--- config.mk ---
export PLATFORM = sky130hd
export DESIGN_NAME = kb_host_ctrl
export DESIGN_NICKNAME = d
export VERILOG_FILES = /design/src/rtl/kb_pkg.sv /design/src/rtl/kb_fifo.sv /design/src/rtl/kb_host_ctrl.sv
export SDC_FILE = /design/constraint.sdc
export NUM_CORES = 1
export LEC_CHECK = 0
export ABC_AREA = 1
export BUFFER_PORTS_ARGS = -buffer_cell sky130_fd_sc_hd__buf_2
export CORE_ASPECT_RATIO = 1.5
export CORE_MARGIN = 1
export CORE_UTILIZATION = 30
export DETAILED_ROUTE_END_ITERATION = 7
export GPL_ROUTABILITY_DRIVEN = 1
export PLACE_DENSITY = 0.56
export SYNTH_ARGS = -nofsm -noshare
export SYNTH_HDL_FRONTEND = slang
export SYNTH_HIERARCHICAL = 1
export SYNTH_SLANG_ARGS = --single-unit
--- constraint.sdc ---
create_clock -name clk -period 2.94 [get_ports clk]
set_input_delay 0.147 -clock clk [delete_from_list [all_inputs] [get_ports clk]]
set_output_delay 0.147 -clock clk [all_outputs]
set_load 0.02 [all_outputs]
--- src/rtl/kb_pkg.sv ---
// Shared encodings for the PS/2 keyboard host controller: FSM states,
// PS/2 command/response bytes and the lock-key scan codes.
package kb_pkg;

  typedef enum logic [2:0] {
    ST_IDLE,
    ST_TX_CMD,
    ST_WAIT_CMD_DONE,
    ST_WAIT_CMD_ACK,
    ST_TX_ARG,
    ST_WAIT_ARG_DONE,
    ST_WAIT_ARG_ACK
  } kbState_e;

  localparam logic [7:0] CMD_SET_LEDS = 8'hED;
  localparam logic [7:0] RSP_ACK      = 8'hFA;
  localparam logic [7:0] RSP_RESEND   = 8'hFE;
  localparam logic [7:0] SC_BREAK     = 8'hF0;
  localparam logic [7:0] SC_EXT       = 8'hE0;
  localparam logic [7:0] SC_CAPS      = 8'h58;
  localparam logic [7:0] SC_NUM       = 8'h77;
  localparam logic [7:0] SC_SCROLL    = 8'h7E;

  // Bit positions follow the argument layout of the 0xED command.
  function automatic logic [2:0] ledMask(input logic [7:0] code);
    case (code)
      SC_CAPS:   return 3'b100;
      SC_NUM:    return 3'b010;
      SC_SCROLL: return 3'b001;
      default:   return 3'b000;
    endcase
  endfunction

  function automatic logic isWait(input kbState_e st);
    return (st == ST_WAIT_CMD_DONE) || (st == ST_WAIT_CMD_ACK) ||
           (st == ST_WAIT_ARG_DONE) || (st == ST_WAIT_ARG_ACK);
  endfunction

endpackage

--- src/rtl/kb_fifo.sv ---
// First-word fall-through scan-code buffer; a push while full succeeds only
// when a pop frees a slot in the same cycle, otherwise the byte is dropped.
module kb_fifo #(
  parameter int WIDTH = 8,
  parameter int DEPTH = 16
) (
  input  logic             clk,
  input  logic             reset,
  input  logic             push_i,
  input  logic [WIDTH-1:0] pushData_i,
  input  logic             pop_i,
  output logic [WIDTH-1:0] popData_o,
  output logic             valid_o,
  output logic             drop_o
);

  localparam int AW = $clog2(DEPTH);

  logic [WIDTH-1:0] mem_q [DEPTH];
  logic [AW:0]      wrPtr_q;
  logic [AW:0]      rdPtr_q;
  logic             empty;
  logic             full;
  logic             doPush;
  logic             doPop;

  // Pointers carry one extra wrap bit to tell full from empty.
  assign empty  = (wrPtr_q == rdPtr_q);
  assign full   = (wrPtr_q[AW] != rdPtr_q[AW]) &&
                  (wrPtr_q[AW-1:0] == rdPtr_q[AW-1:0]);
  assign doPop  = pop_i && !empty;
  assign doPush = push_i && (!full || doPop);
  assign drop_o = push_i && full && !doPop;

  assign popData_o = mem_q[rdPtr_q[AW-1:0]];
  assign valid_o   = !empty;

  always_ff @(posedge clk or negedge reset) begin
    if (!reset) begin
      wrPtr_q <= '0;
      rdPtr_q <= '0;
      for (int i = 0; i < DEPTH; i++) mem_q[i] <= '0;
    end else begin
      if (doPush) begin
        mem_q[wrPtr_q[AW-1:0]] <= pushData_i;
        wrPtr_q <= wrPtr_q + 1'b1;
      end
      if (doPop) rdPtr_q <= rdPtr_q + 1'b1;
    end
  end

endmodule

--- src/rtl/kb_host_ctrl.sv ---
// PS/2 keyboard host: tracks lock keys from the scan stream, mirrors them to
// the keyboard LEDs via 0xED with ACK/resend handling, and buffers scan codes.
module kb_host_ctrl
  import kb_pkg::*;
#(
  parameter int FIFO_DEPTH  = 16,
  parameter int ACK_TIMEOUT = 2_000_000,
  parameter int MAX_RETRIES = 3
) (
  input  logic       clk,
  input  logic       reset,
  input  logic [7:0] ps2_rx_data,
  input  logic       ps2_rx_done_tick,
  input  logic       ps2_tx_done_tick,
  output logic [7:0] ps2_tx_data,
  output logic       ps2_write,
  output logic [7:0] uart_tx_data,
  output logic       uart_tx_valid,
  input  logic       uart_tx_ready,
  output logic [2:0] led_state,
  output logic       fifo_overflow,
  output logic       cmd_error
);

  localparam int TW = $clog2(ACK_TIMEOUT + 1);
  localparam int RW = $clog2(MAX_RETRIES + 2);

  kbState_e    state_q, state_d;
  logic [2:0]  ledState_q, ledState_d;
  logic [2:0]  snap_q, snap_d;
  logic        updatePend_q, updatePend_d;
  logic        breakPend_q, breakPend_d;
  logic        extPend_q, extPend_d;
  logic [RW-1:0] retry_q, retry_d;
  logic [TW-1:0] timer_q, timer_d;
  logic [7:0]  txData_q, txData_d;
  logic        write_q, write_d;
  logic        overflow_q;
  logic        waitAck;
  logic        rxConsumed;
  logic        rxKeep;
  logic        fifoDrop;
  logic [2:0]  toggleMask;
  logic        timeoutHit;

  // ACK/resend bytes are swallowed only while the FSM is expecting a reply.
  assign waitAck    = (state_q == ST_WAIT_CMD_ACK) || (state_q == ST_WAIT_ARG_ACK);
  assign rxConsumed = ps2_rx_done_tick && waitAck &&
                      ((ps2_rx_data == RSP_ACK) || (ps2_rx_data == RSP_RESEND));
  assign rxKeep     = ps2_rx_done_tick && !rxConsumed;
  assign timeoutHit = (timer_q == TW'(1));

  always_comb begin
    breakPend_d  = breakPend_q;
    extPend_d    = extPend_q;
    toggleMask   = 3'b000;
    if (rxKeep) begin
      if (ps2_rx_data == SC_BREAK) begin
        breakPend_d = 1'b1;
      end else if (ps2_rx_data == SC_EXT) begin
        extPend_d = 1'b1;
      end else begin
        if (!breakPend_q && !extPend_q) toggleMask = ledMask(ps2_rx_data);
        breakPend_d = 1'b0;
        extPend_d   = 1'b0;
      end
    end
    ledState_d   = ledState_q ^ toggleMask;
    updatePend_d = updatePend_q;
    if (state_q == ST_TX_CMD) updatePend_d = 1'b0;
    if (|toggleMask) updatePend_d = 1'b1;
  end

  always_comb begin
    state_d   = state_q;
    retry_d   = retry_q;
    timer_d   = timer_q;
    txData_d  = txData_q;
    snap_d    = snap_q;
    write_d   = 1'b0;
    cmd_error = 1'b0;
    if (isWait(state_q)) timer_d = timer_q - TW'(1);
    case (state_q)
      ST_IDLE: begin
        if (updatePend_q) begin
          state_d = ST_TX_CMD;
          retry_d = '0;
        end
      end
      ST_TX_CMD: begin
        txData_d = CMD_SET_LEDS;
        write_d  = 1'b1;
        timer_d  = TW'(ACK_TIMEOUT);
        state_d  = ST_WAIT_CMD_DONE;
      end
      ST_WAIT_CMD_DONE: begin
        if (ps2_tx_done_tick) begin
          timer_d = TW'(ACK_TIMEOUT);
          state_d = ST_WAIT_CMD_ACK;
        end else if (timeoutHit) begin
          cmd_error = 1'b1;
          state_d   = ST_IDLE;
        end
      end
      ST_WAIT_CMD_ACK: begin
        if (rxConsumed && ps2_rx_data == RSP_ACK) begin
          retry_d = '0;
          snap_d  = ledState_q;
          state_d = ST_TX_ARG;
        end else if (rxConsumed) begin
          if (retry_q == RW'(MAX_RETRIES)) begin
            cmd_error = 1'b1;
            state_d   = ST_IDLE;
          end else begin
            retry_d = retry_q + RW'(1);
            state_d = ST_TX_CMD;
          end
        end else if (timeoutHit) begin
          cmd_error = 1'b1;
          state_d   = ST_IDLE;
        end
      end
      ST_TX_ARG: begin
        txData_d = {5'b00000, snap_q};
        write_d  = 1'b1;
        timer_d  = TW'(ACK_TIMEOUT);
        state_d  = ST_WAIT_ARG_DONE;
      end
      ST_WAIT_ARG_DONE: begin
        if (ps2_tx_done_tick) begin
          timer_d = TW'(ACK_TIMEOUT);
          state_d = ST_WAIT_ARG_ACK;
        end else if (timeoutHit) begin
          cmd_error = 1'b1;
          state_d   = ST_IDLE;
        end
      end
      ST_WAIT_ARG_ACK: begin
        if (rxConsumed && ps2_rx_data == RSP_ACK) begin
          retry_d = '0;
          state_d = ST_IDLE;
        end else if (rxConsumed) begin
          if (retry_q == RW'(MAX_RETRIES)) begin
            cmd_error = 1'b1;
            state_d   = ST_IDLE;
          end else begin
            retry_d = retry_q + RW'(1);
            state_d = ST_TX_ARG;
          end
        end else if (timeoutHit) begin
          cmd_error = 1'b1;
          state_d   = ST_IDLE;
        end
      end
      default: state_d = ST_IDLE;
    endcase
  end

  always_ff @(posedge clk or negedge reset) begin
    if (!reset) begin
      state_q      <= ST_IDLE;
      ledState_q   <= '0;
      snap_q       <= '0;
      updatePend_q <= 1'b0;
      breakPend_q  <= 1'b0;
      extPend_q    <= 1'b0;
      retry_q      <= '0;
      timer_q      <= '0;
      txData_q     <= '0;
      write_q      <= 1'b0;
      overflow_q   <= 1'b0;
    end else begin
      state_q      <= state_d;
      ledState_q   <= ledState_d;
      snap_q       <= snap_d;
      updatePend_q <= updatePend_d;
      breakPend_q  <= breakPend_d;
      extPend_q    <= extPend_d;
      retry_q      <= retry_d;
      timer_q      <= timer_d;
      txData_q     <= txData_d;
      write_q      <= write_d;
      overflow_q   <= overflow_q | fifoDrop;
    end
  end

  kb_fifo #(
    .WIDTH(8),
    .DEPTH(FIFO_DEPTH)
  ) uFifo (
    .clk       (clk),
    .reset     (reset),
    .push_i    (rxKeep),
    .pushData_i(ps2_rx_data),
    .pop_i     (uart_tx_ready),
    .popData_o (uart_tx_data),
    .valid_o   (uart_tx_valid),
    .drop_o    (fifoDrop)
  );

  assign ps2_tx_data   = txData_q;
  assign ps2_write     = write_q;
  assign led_state     = ledState_q;
  assign fifo_overflow = overflow_q;

endmodule

==> results of run 1 <==
==> power breakdown <==
group          internal (µW)  leakage [µW]  switching (µW)
sequential              3400       0.00230             681
combinational           1590       0.00287            3420
clock                   1300      0.000285            1050
total                   6290       0.00545            5150
==> how the worst min path moves through the flow <==
stage / slack [ps] / from / depth (start not counted) / end
after global placement: 130 / reset / 1 / timer_q[12]$_DFF_PN0_
after detailed placement: 130 / reset / 1 / timer_q[12]$_DFF_PN0_
final: 60 / ps2_tx_done_tick / 3 / state_q[1]$_DFFE_PN0P_
after floorplan: -150 / reset / 0 / breakPend_q$_DFFE_PN0P_
after CTS: 40 / ps2_tx_done_tick / 3 / state_q[1]$_DFFE_PN0P_
after global routing: 70 / ps2_tx_done_tick / 3 / state_q[1]$_DFFE_PN0P_
==> layer usage <==
| layer | vias to the layer above | global-route usage, % | wire [µm] |
|---|---|---|---|
| met2 | 168 | 33.9 | 16100 |
| met3 | 46 | 2.70 | 914 |
| li1 | 4340 | - | - |
| met4 | 0 | 8.62 | 967 |
| met5 | - | 0 | 0 |
| met1 | 4162 | 19.0 | 11600 |
==> cells by family (layout without fill, tap and decap cells) <==
group / after synthesis / after routing / share of synthesized area, %
simple gates: 833 / 833 / 38.7
flops: 180 / 180 / 44.5
mux: 2 / 2 / 0.222
buf+inv: 147 / 164 / 7.28
other cells: 1 / 1 / 0.0370
compound gates: 118 / 118 / 6.54
xor+xnor: 19 / 19 / 1.64
fa+ha+maj: 9 / 9 / 1.11
==> placed cells by master (no fill, tap or decap), drive strengths merged, types with 14 or more instances in the layout <==
cell type	netlist	layout
nand2	420	420
nor2	194	194
dfrtp	180	180
nand4	135	135
o21ai	95	95
nand3	69	69
inv	58	63
buf	47	63
clkbuf	34	21
xor2	14	14
==> state kept, by name, summed over array words and instances (netlist names) <==
signal and cells:
breakPend_q 1, extPend_q 1, fifo_overflow 1, led_state 3, ps2_tx_data 4, ps2_write 1
retry_q 3, snap_q 3, state_q 3, timer_q 21, uFifo/mem_q 128, uFifo/rdPtr_q 5
uFifo/wrPtr_q 5, updatePend_q 1
==> layout make-up <==
class,instances,area share (%)
Multi-Input combinational cell,982,43.4
Sequential cell,180,40.0
Tap cell,420,4.66
Timing Repair Buffer,66,4.43
Clock buffer,20,3.96
Inverter,66,2.31
Clock inverter,12,1.30
==> synthesized netlist by cell type (7+ instances only) <==
master    count
o211ai_1     11
buf_4         7
inv_1        49
buf_1        13
o21ai_1      13
nor2_1      174
clkbuf_1     34
nor3_1        8
xor2_1       14
clkinv_1      8
nand3_1      49
dfrtp_1     180
nand3_2      17
o21ai_0      79
buf_2         9
nand2_1     407
buf_6        18
ha_1          9
nand4_1     134
nor2_2       10
nor2_4        9
==> per-stage QoR <==
stage / setup WS [ps] / hold WS (ps)
floorplan: 883 / -149
global placement: 549 / 131
detailed placement: 500 / 133
CTS: 320 / 43.4
global route: 172 / 66.4
finish: 278 / 60.5
==> worst min-delay path: stages <==
cell and delay (ps):
buf_2 150, nand2_1 80, nand3_1 80
==> impl.org, run 1 <==
** Drt
- DRT Pass-1 Iters :: 7
- Overall via count from detail_route :: 8,716
- Number of antenna-violating nets in the routed design :: 0
- Per-cell routed wire length :: 16.9 µm
- Drt total wl :: 29,500 µm
- Via-per-instance ratio :: 4.99
- The detailed router finished its first iteration with 705 violations.
- In the routed design, unresolved DRC markers number 4.

** Worst setup path
- Maximum fanout encountered on the critical timing path :: 32
- Critical path startpoint category :: register
- Capturing element of the worst setup path :: uart_tx_data[1]
- The startpoint identified for the worst register-to-register timing path is state_q[0]$_DFFE_PN0P_.
- CP Buf/Inv Count :: 4
- For the worst flop-to-flop path, the logic depth is 10.
- Class of the most critical setup path :: reg -> out
- STA classifies the critical path endpoint as a primary output.
- Data on the critical path is required at its endpoint by 2790 ps.
- Across all register-to-register paths, the minimum setup slack is 440 ps.
- Top delay family on crit path :: buffers and inverters
- Reg-to-Reg End :: uFifo/mem_q[101]$_DFFE_PN0P_
- Setup crit start :: uFifo/rdPtr_q[0]$_DFFE_PN0P_
- The signal on the critical path passes through inv_2, buf_4, o21ai_0, o21ai_0, nand2_1, nand2_1, clkinv_1, nand2_1, buf_2.
- The largest single stage delay on the critical path is 510 ps.
- Number of cells on the critical path :: 9
- Among all stages on the critical path, the largest delay is contributed by dfrtp_2.
- STA puts the critical path data arrival time at 2510 ps.
- Among the stages of the critical path, the cell type that occurs most often is nand2_1.

** Synth
- Syn Nets :: 1,331
- Top cells by area, synth :: dfrtp_1 (44%), nand2_1 (15%), nand4_1 (8.3%), nor2_1 (6.5%), o21ai_0 (3.9%)
- The share of synthesized area in the top cell type comes to 44.5%.
- Dominant cell type by area after synthesis :: dfrtp_1
- Proportion of synthesized flip-flops having asynchronous set or reset :: 100%
- In this run, synthesis produced a sequential element count of 180.
- Number of library cell types mapped by synthesis :: 44
- The share of the Yosys chip area taken by registers is 44.5%.
- Netlist area before placement :: 10,100 µm²
- Most frequently used flop master after synthesis :: dfrtp_1
- Yosys printed 6 warnings.
- A synthesized cell averages 7.73 µm².
- In this run, synthesis inferred 0 flip-flops with an integrated enable.
- Counting every instance in the synthesized netlist gives 1,309.

** Placement
- Number of placed instances, taps included :: 1,712
- Placed cell area :: 10,700 µm²
- Routability Congestion :: 0.825
- PortBufs :: 34
- The HPWL after detailed placement is 20,400 µm.

** Global routing
- Entering global routing, the biggest net connects 77 pins.
- Summed over all layers, the global routing overflow is 0.
- In the global route stage, overall resource usage came out at 17.7%.
- Wire length of the first global-routing pass :: 47,300 µm
- Antenna violations before repair :: 0
- Number of global-route vias before repair :: 8,673

** Cells and area
- The layout has 3,507 filler cells.
- Measured on the finished design, the core utilization comes to 33.8%.
- Combined flip-flop and latch cell area :: 4510 µm²
- For this run, the post-layout net count is 1,335.
- For this run, the number of standard cells in the final layout without fillers is 1,746.
- Cells with a size suffix above 1 make up 12.8% of the layout.
- Cell area after layout :: 11,300 µm²
- Compared with the post-synthesis result, the final layout area differs by 11.4%.
- Diode insertion count for antenna repair :: 0
- The multi-input combinational cells in the finished layout cover a total of 4890 µm².

** Power and ir drop
- Power spread over the standard cell area amounts to 1010 nW/µm².
- VDD sags by at most 0.523 mV.
- Overall power :: 11,400 µW
- Summed over all cells, the static leakage comes to 0.00545 µW.

** Clock network
- Total number of clock tree sinks :: 180
- The later pin in the worst-skew pair is clocked with a latency of 450 ps.
- TritonCTS built the clock tree.
- Clock tree buffer depth :: 2
- The H-tree was split into 4 levels.
- Gates resized during post-CTS repair numbered 0.
- Clock edge transition at the registers on the reported setup and hold paths :: 70 ps
- Buffers added to address setup during post-CTS repair amount to 0.
- The tree is rooted in a clkbuf_16.
- Number of buffers created by CTS :: 17
- Post-CTS Hold Fix Bufs :: 2

** Timing
- In the finished design, the share of the clock period the worst path needs comes to 90.5%.
- At the pin with the least slew margin, the transition time is 700 ps.
- The total count of hold-check failures in the final report came to 0.
- The routed design could run at a clock period as short as 2660 ps.
- For the final routed database, the setup TNS stands at 0 ps.
- Setup repair after global routing left no endpoint under its margin.
- Count of endpoints failing setup in the final report :: 0
- Setup skew after layout :: 13.0 ps
- Fin. max-slew vios :: 0
- Max-Slew Margin vs Limit :: 53.2%
- Derived from the worst setup path, the maximum achievable clock frequency is 0.376 GHz.

** Floorplan
- Area inside the core boundary :: 33,300 µm²
- The initial utilization of the core area, before any placement, comes to 30.4%.
- Number of standard-cell rows in the floorplan :: 82
- Floorplan die width :: 152 µm
- From bottom edge to top edge, the die measures 227 µm.
- Die Footprint :: 34,500 µm²
- Boundary Pins :: 36

** Worst hold path
- In this run the worst hold path is classified as in -> reg.

** Run status
- The checks that failed: DRC.
- Status :: complete, but fails checks

** Flow run
- Max-cap check violation count :: 0
Note: power is estimated with default switching activity, not from simulation.
==> inputs of run 2 (changes only) <==
PLACE_DENSITY = unset   (was 0.56)
==> run 2 against run 1 <==
The flow still finishes with violations (DRC). Critical path type unchanged. Flip-flop and latch count is the same. Cell area shrank 0.22%. Via count grew 1.6%. Clock skew shrank 4.5 ps. Sequential share of layout area grew 0.089 points. Clock-buffer cell count grew 5. Clock power shrank 2%. Global-route usage shrank 0.52 points. First-iteration DRC count grew 14%. Setup slack gained 31 ps. Non-clock buffer count grew 1. Critical path depth shrank 3.
==> impl.org, run 2 (synthesis gave the netlist of run 1 again) <==
** Run status
- The flow ran to the end, but the final reports show violations.
- The final reports fail on DRC.

** Timing
- Fmax :: 0.380 GHz
- At the pin with the least slew margin, the transition time is 778 ps.
- Of the available clock period, the critical path in the final layout requires 89.5%.
- Setup violations remaining at the end of the flow were counted as 0.
- After layout, the minimum clock period comes to 2630 ps.
- Across the routed clock network, the largest skew measured is 8.44 ps.
- Setup repair after global routing left no endpoint under its margin.
- Headroom to the max-slew limit came out at 48.1%.
- The total count of hold-check failures in the final report was 0.
- Fin. max-slew vios :: 0
- For the final routed database, the setup TNS stands at 0 ps.

** Floorplan
- The die covers 34,500 µm².
- The floorplan step defined a core boundary enclosing 33,300 µm².
- Number of standard-cell rows in the floorplan :: 82
- Floorplan die width :: 152 µm
- Effective utilization at floorplan :: 30.4%
- In this run the count of I/O pins placed on the die edge is 36.
- The floorplan step set the die height to 227 µm.

** Drt
- Overall via count from detail_route :: 8,853
- The first TritonRoute pass finished after 7 iterations.
- Drt drc :: 2
- Per-cell routed wire length :: 16.3 µm
- The routed design has 28,400 µm of wire.
- Number of antenna-violating nets in the routed design :: 0
- Number of DRC markers in iteration 0 :: 801
- After detailed routing, the number of vias per cell comes to 5.07.

** Worst setup path
- STA classifies the critical path endpoint as a primary output.
- Of all nets on the critical path, the largest fanout is 27.
- Data required time of the critical path :: 2790 ps
- Class of the most critical setup path :: reg -> out
- CP arrival :: 2480 ps
- STA classifies the critical path startpoint as a register.

** Global routing
- Antenna violations before repair :: 0
- Met3 track utilization from global routing :: 2.42%
- Grt met1 use :: 19.4%
- For this run the aggregate overflow at the end of global routing stands at 0.
- Layer with the highest usage after global routing :: met2
- For this run, global-route usage on met2 was measured as 31.0%.
- The number of global-route vias before repair was 8,884.
- Wire length of the first global-routing pass :: 46,600 µm
- Entering global routing, the biggest net connects 88 pins.
- Global routing used 17.2% of the available tracks.

** Cells and area
- Biggest register :: uFifo/mem_q
- Top Registers :: uFifo/mem_q: 128 flops, timer_q: 21 flops
- Core utilization of the finished layout :: 33.7%
- The top cell types in the final layout, fill and taps aside, are nand2_1 (407), dfrtp_1 (179), nor2_1 (174), nand4_1 (134), o21ai_0 (79).
- Diode insertion count for antenna repair :: 0
- Compared with the post-synthesis result, the final layout area differs by 11.1%.
- Max reg flops :: 128
- The layout has 3,468 filler cells.
- The final layout contains 1,336 nets.
- Most common cell after layout, fill and taps aside :: nand2_1
- Share of layout cells above drive strength 1 :: 12.9%

** Clock network
- In this run the post-CTS setup repair buffer count came out at 0.
- Clk Latency, worst-skew pair :: 440 ps
- Clock tree buffer depth :: 2
- Clock tree from TritonCTS :: yes
- Number of buffers created by CTS :: 17
- Total number of clock tree sinks :: 180
- The cell sitting at the root of the clock tree is a clkbuf_16.
- After clock tree synthesis, the clock-pin slew on the worst setup and hold paths is 70 ps.
- The clock tree synthesis step divided the H-tree into 4 levels.

** Worst hold path
- Hold Path Class :: in -> reg

** Power and ir drop
- Power density relative to cell area :: 1010 nW/µm²
- For this design the static power due to leakage is 0.00545 µW.
- Overall power :: 11,300 µW
- Across the VDD grid, the largest voltage drop is 0.439 mV.

** Flow run
- Max-cap check violation count :: 0

** Placement
- Input and output buffers added on the ports amount to 34.
- Routability Congestion :: 0.846
- Summed over all nets, the half-perimeter wirelength after detailed placement is 19,700 µm.
-- run 2: changes by cell type in the layout (fill, tap and decap cells not counted) --
cell / previous run / this run
buf_12: 6 / 4
clkbuf_8: 2 / 7
clkinv_2: 1 / 3
buf_4: 24 / 27
inv_6: 5 / 2
inv_8: 2 / 0
bufinv_16: 2 / 1
clkinvlp_4: 2 / 1
-- run 2: layer usage --
metal,wire length (µm),share of wire (%),up-vias
met4,1320,4.6,0
met1,11700,41,4240
met3,837,2.9,65
met2,14600,51,201
met5,0,0,-
li1,-,-,4347
-- run 2: critical path, stage by stage (launching register included) --
cell and delay [ps]:
dfrtp_2 610, buf_4 400, o21ai_0 190, o211ai_1 300
nand3_1 170, nand2_1 180, buf_2 190
-- run 2: layout make-up --
| type | instances | area [µm²] | area share (%) |
|---|---|---|---|
| well taps | 420 | 526 | 4.67 |
| repair buffers | 67 | 482 | 4.28 |
| flip-flops and latches | 180 | 4510 | 40.1 |
| multi-input cells | 982 | 4890 | 43.5 |
| clock buffers | 25 | 515 | 4.58 |
| inverters | 66 | 260 | 2.31 |
| clock inverters | 7 | 70.1 | 0.623 |
-- run 2: stage by stage --
stage               cell area, µm²  std cells  setup WS, ps  hold WS, ps
detailed placement           10600       1713           618          266
CTS                          11200       1747           313         32.6
global route                 11200       1747           184         46.9
floorplan                    10100       1309           883         -149
global placement             10600       1713           665          262
finish                       11200       1747           309         49.4
-- run 2: power by group --
group	switching [µW]	internal [µW]	leakage, µW
sequential	663	3400	0.00230
clock	990	1300	0.000289
combinational	3380	1580	0.00287
-- run 2: timing repair --
item | CTS | global route
resized for setup | 0 | 0
hold buffers | 2 | 0
hold endpoints to repair | 87 | 0
-- run 2: final timing paths --
| check | cells after the start | slack, ps | to | start |
|---|---|---|---|---|
| max | 6 | 310 | uart_tx_data[1] | uFifo/rdPtr_q[0]$_DFFE_PN0P_ |
| min | 3 | 50 | state_q[1]$_DFFE_PN0P_ | ps2_tx_done_tick |
| max reg2reg | 10 | 590 | uFifo/mem_q[99]$_DFFE_PN0P_ | state_q[0]$_DFFE_PN0P_ |
| min reg2reg | 2 | 460 | uFifo/mem_q[55]$_DFFE_PN0P_ | uFifo/mem_q[55]$_DFFE_PN0P_ |
| max in group asynchronous | 3 | 1780 | uFifo/mem_q[127]$_DFFE_PN0P_ | reset |
| min in group asynchronous | 2 | 300 | uFifo/mem_q[90]$_DFFE_PN0P_ | reset |
==> inputs of run 3 (changes only) <==
MAX_ROUTING_LAYER = met4   (was unset)
==> run 3 against run 2 <==
The run still ends with DRC left. Critical endpoint unchanged. Clock power about the same. Highest routed layer unchanged. Clock-buffer cell count unchanged. Sequential power about the same. Maximum frequency increased by 0.56%. Largest power group unchanged. Sequential share of layout area unchanged. Cell area unchanged. Cell count unchanged. Register-to-register slack about the same. Non-clock buffer count unchanged. Total power about the same. Via count about the same. Die area unchanged.
==> impl.org, run 3 (synthesis gave the netlist of run 1 again) <==
** Floorplan
- The floorplan step set the die width to 152 µm.
- Die Footprint :: 34,500 µm²
- 36 I/O pins were placed.
- Die height :: 227 µm
- Number of standard-cell rows in the floorplan :: 82
- Effective utilization at floorplan :: 30.4%
- Area inside the core boundary :: 33,300 µm²

** Worst setup path
- STA puts the critical path data arrival time at 2470 ps.
- Setup crit start :: uFifo/rdPtr_q[0]$_DFFE_PN0P_
- Critical path startpoint category :: register
- Worst reg2reg path startpoint :: state_q[0]$_DFFE_PN0P_
- Element type at the critical path end :: primary output
- Class of the most critical setup path :: reg -> out
- Data required time of the critical path :: 2790 ps
- Traced cell by cell, the critical path runs through buf_4, o21ai_0, o211ai_1, nand3_1, nand2_1, buf_2.
- Cell with the largest stage delay on the worst path :: dfrtp_2
- Maximum fanout encountered on the critical timing path :: 27
- Biggest cell delay along the critical path :: 610 ps

** Cells and area
- Biggest register :: uFifo/mem_q
- Core utilization of the finished layout :: 33.7%
- Area growth, synth to finish :: 11.1%
- The register with the most flip-flops in the layout has 128 of them.
- Diode insertion count for antenna repair :: 0
- In the layout the commonest cells are nand2_1 (407), dfrtp_1 (179), nor2_1 (174), nand4_1 (134), o21ai_0 (79).
- The library cell used most frequently in the layout, excluding fill and tap cells, is nand2_1.
- Share of layout cells above drive strength 1 :: 12.9%
- The largest registers in the layout are uFifo/mem_q: 128 flops, timer_q: 21 flops.
- The net count of the finished layout is 1,336.

** Clock network
- The H-tree was split into 4 levels.
- Clk Latency, worst-skew pair :: 440 ps
- Root buffer selected by CTS :: clkbuf_16
- Clock tree buffer depth :: 2
- After clock tree synthesis, the clock-pin slew on the worst setup and hold paths is 70 ps.
- Clock tree from TritonCTS :: yes
- Counting every sink on the clock net gives 180.
- Number of resized instances in the post-cts repair step :: 0
- Number of post-CTS setup repair buffers :: 0
- Number of buffers created by CTS :: 17

** Global routing
- After global routing the overflow that remains totals 0.
- The number of global-route vias before repair came to 8,885.
- met2 is the most crowded layer.
- Met2 demand-to-capacity share in global routing :: 31.1%
- In the global route stage, met3 resource usage came out at 2.25%.
- Entering global routing, the biggest net connects 88 pins.
- The first global-routing pass estimated 46,500 µm of wire.
- All-Layer GR Usage :: 17.7%
- In the global route stage, met1 resource usage came out at 19.3%.
- The number of antenna violations at the first check in global routing was 0.

** Timing
- Post-route clock period utilization :: 89.0%
- Fmax :: 0.382 GHz
- The total count of hold-check failures in the final report is 0.
- Tightest Pin Transition :: 783 ps
- Summed over all failing endpoints, the final setup total negative slack is 0 ps.
- Setup repair after global routing missed its margin :: false
- Hold is met by 54.2 ps.
- Across the routed clock network, the largest skew measured is 8.17 ps.
- Setup violations remaining at the end of the flow were counted as 0.
- Subtracting the final worst setup slack from the clock period gives 2620 ps.
- The worst pin sits at a relative slew slack of 47.8%.
- The total count of max-transition violations in the final report is 0.
- Post-route setup slack :: 324 ps

** Placement
- PortBufs :: 34
- Pre-CTS setup slack :: 618 ps
- The congestion estimate from routability-driven global placement came to 0.859.
- Final HPWL from detailed placement :: 19,700 µm

** Drt
- After detailed routing, the total wire length is 28,400 µm.
- In the final routed layout, each cell accounts on average for 16.2 µm.
- Overall via count from detail_route :: 8,860
- Drt drc :: 2
- Number of DRC markers in iteration 0 :: 866
- The count of nets left with antenna violations once routing finished came out at 0.
- Via-per-instance ratio :: 5.07
- DRT Pass-1 Iters :: 7

** Run status
- The run finished, with violations left.
- Violated checks :: DRC

** Worst hold path
- In this run the most critical hold path is launched from ps2_tx_done_tick.
- Hold Path Class :: in -> reg

** Power and ir drop
- VDD sags by at most 0.441 mV.
- Overall power :: 11,300 µW
- For this design the ratio of total power to cell area is 1010 nW/µm².
- Leak :: 0.00545 µW

** Flow run
- Across the run, the number of max-cap violations was 0.
## run 3: cell counts in the layout (fill, tap and decap cells not counted)
Identical to the previous run, type by type.
## run 3: worst paths after layout
| path | to | slack (ps) | depth (start not counted) |
|---|---|---|---|
| setup / recovery | uart_tx_data[1] | 320 | 6 |
| hold reg to reg | fifo_overflow$_DFF_PN0_ | 470 | 1 |
| max in group asynchronous | state_q[1]$_DFFE_PN0P_ | 1780 | 3 |
| min in group asynchronous | uFifo/mem_q[90]$_DFFE_PN0P_ | 310 | 2 |
| hold / removal | state_q[1]$_DFFE_PN0P_ | 50 | 3 |
| setup reg to reg | uFifo/mem_q[7]$_DFFE_PN0P_ | 590 | 10 |
## run 3: what timing repair did
item | 4_1_cts | 5_1_grt
hold buffers | 2 | 0
hold endpoints to repair | 87 | 0
setup endpoints to repair | 0 | 0
## run 3: metal layers
| layer | part of all wire [%] | vias to the layer above |
|---|---|---|
| met2 | 52 | 202 |
| met3 | 3.3 | 64 |
| li1 | - | 4341 |
| met1 | 41 | 4253 |
| met4 | 4.6 | 0 |
| met5 | 0 | - |
## run 3: layout make-up
type | count | area, µm²
Clock buffer | 25 | 515
Inverter | 66 | 260
Sequential cell | 180 | 4510
Clock inverter | 7 | 70.1
Multi-Input combinational cell | 982 | 4890
Tap cell | 420 | 526
Fill cell | 3468 | 22100
Timing Repair Buffer | 67 | 482
## run 3: stage by stage
stage / cells / cell area [µm²]
2_1_floorplan: 1309 / 10100
5_1_grt: 1747 / 11200
3_5_place_dp: 1713 / 10600
4_1_cts: 1747 / 11200
3_3_place_gp: 1713 / 10600
6_report: 1747 / 11200
## run 3: critical path: cells and delay by family (launching register included)
| family | cells | cell delay [ps] |
|---|---|---|
| compound gates | 2 | 480 |
| buf+inv | 2 | 580 |
| flops | 1 | 610 |
| simple gates | 2 | 340 |
## run 3: where the power goes
| group | switching [µW] | leakage (µW) | internal (µW) |
|---|---|---|---|
| Sequential | 663 | 0.00230 | 3400 |
| Clock | 981 | 0.000289 | 1300 |
| Combinational | 3390 | 0.00287 | 1580 |
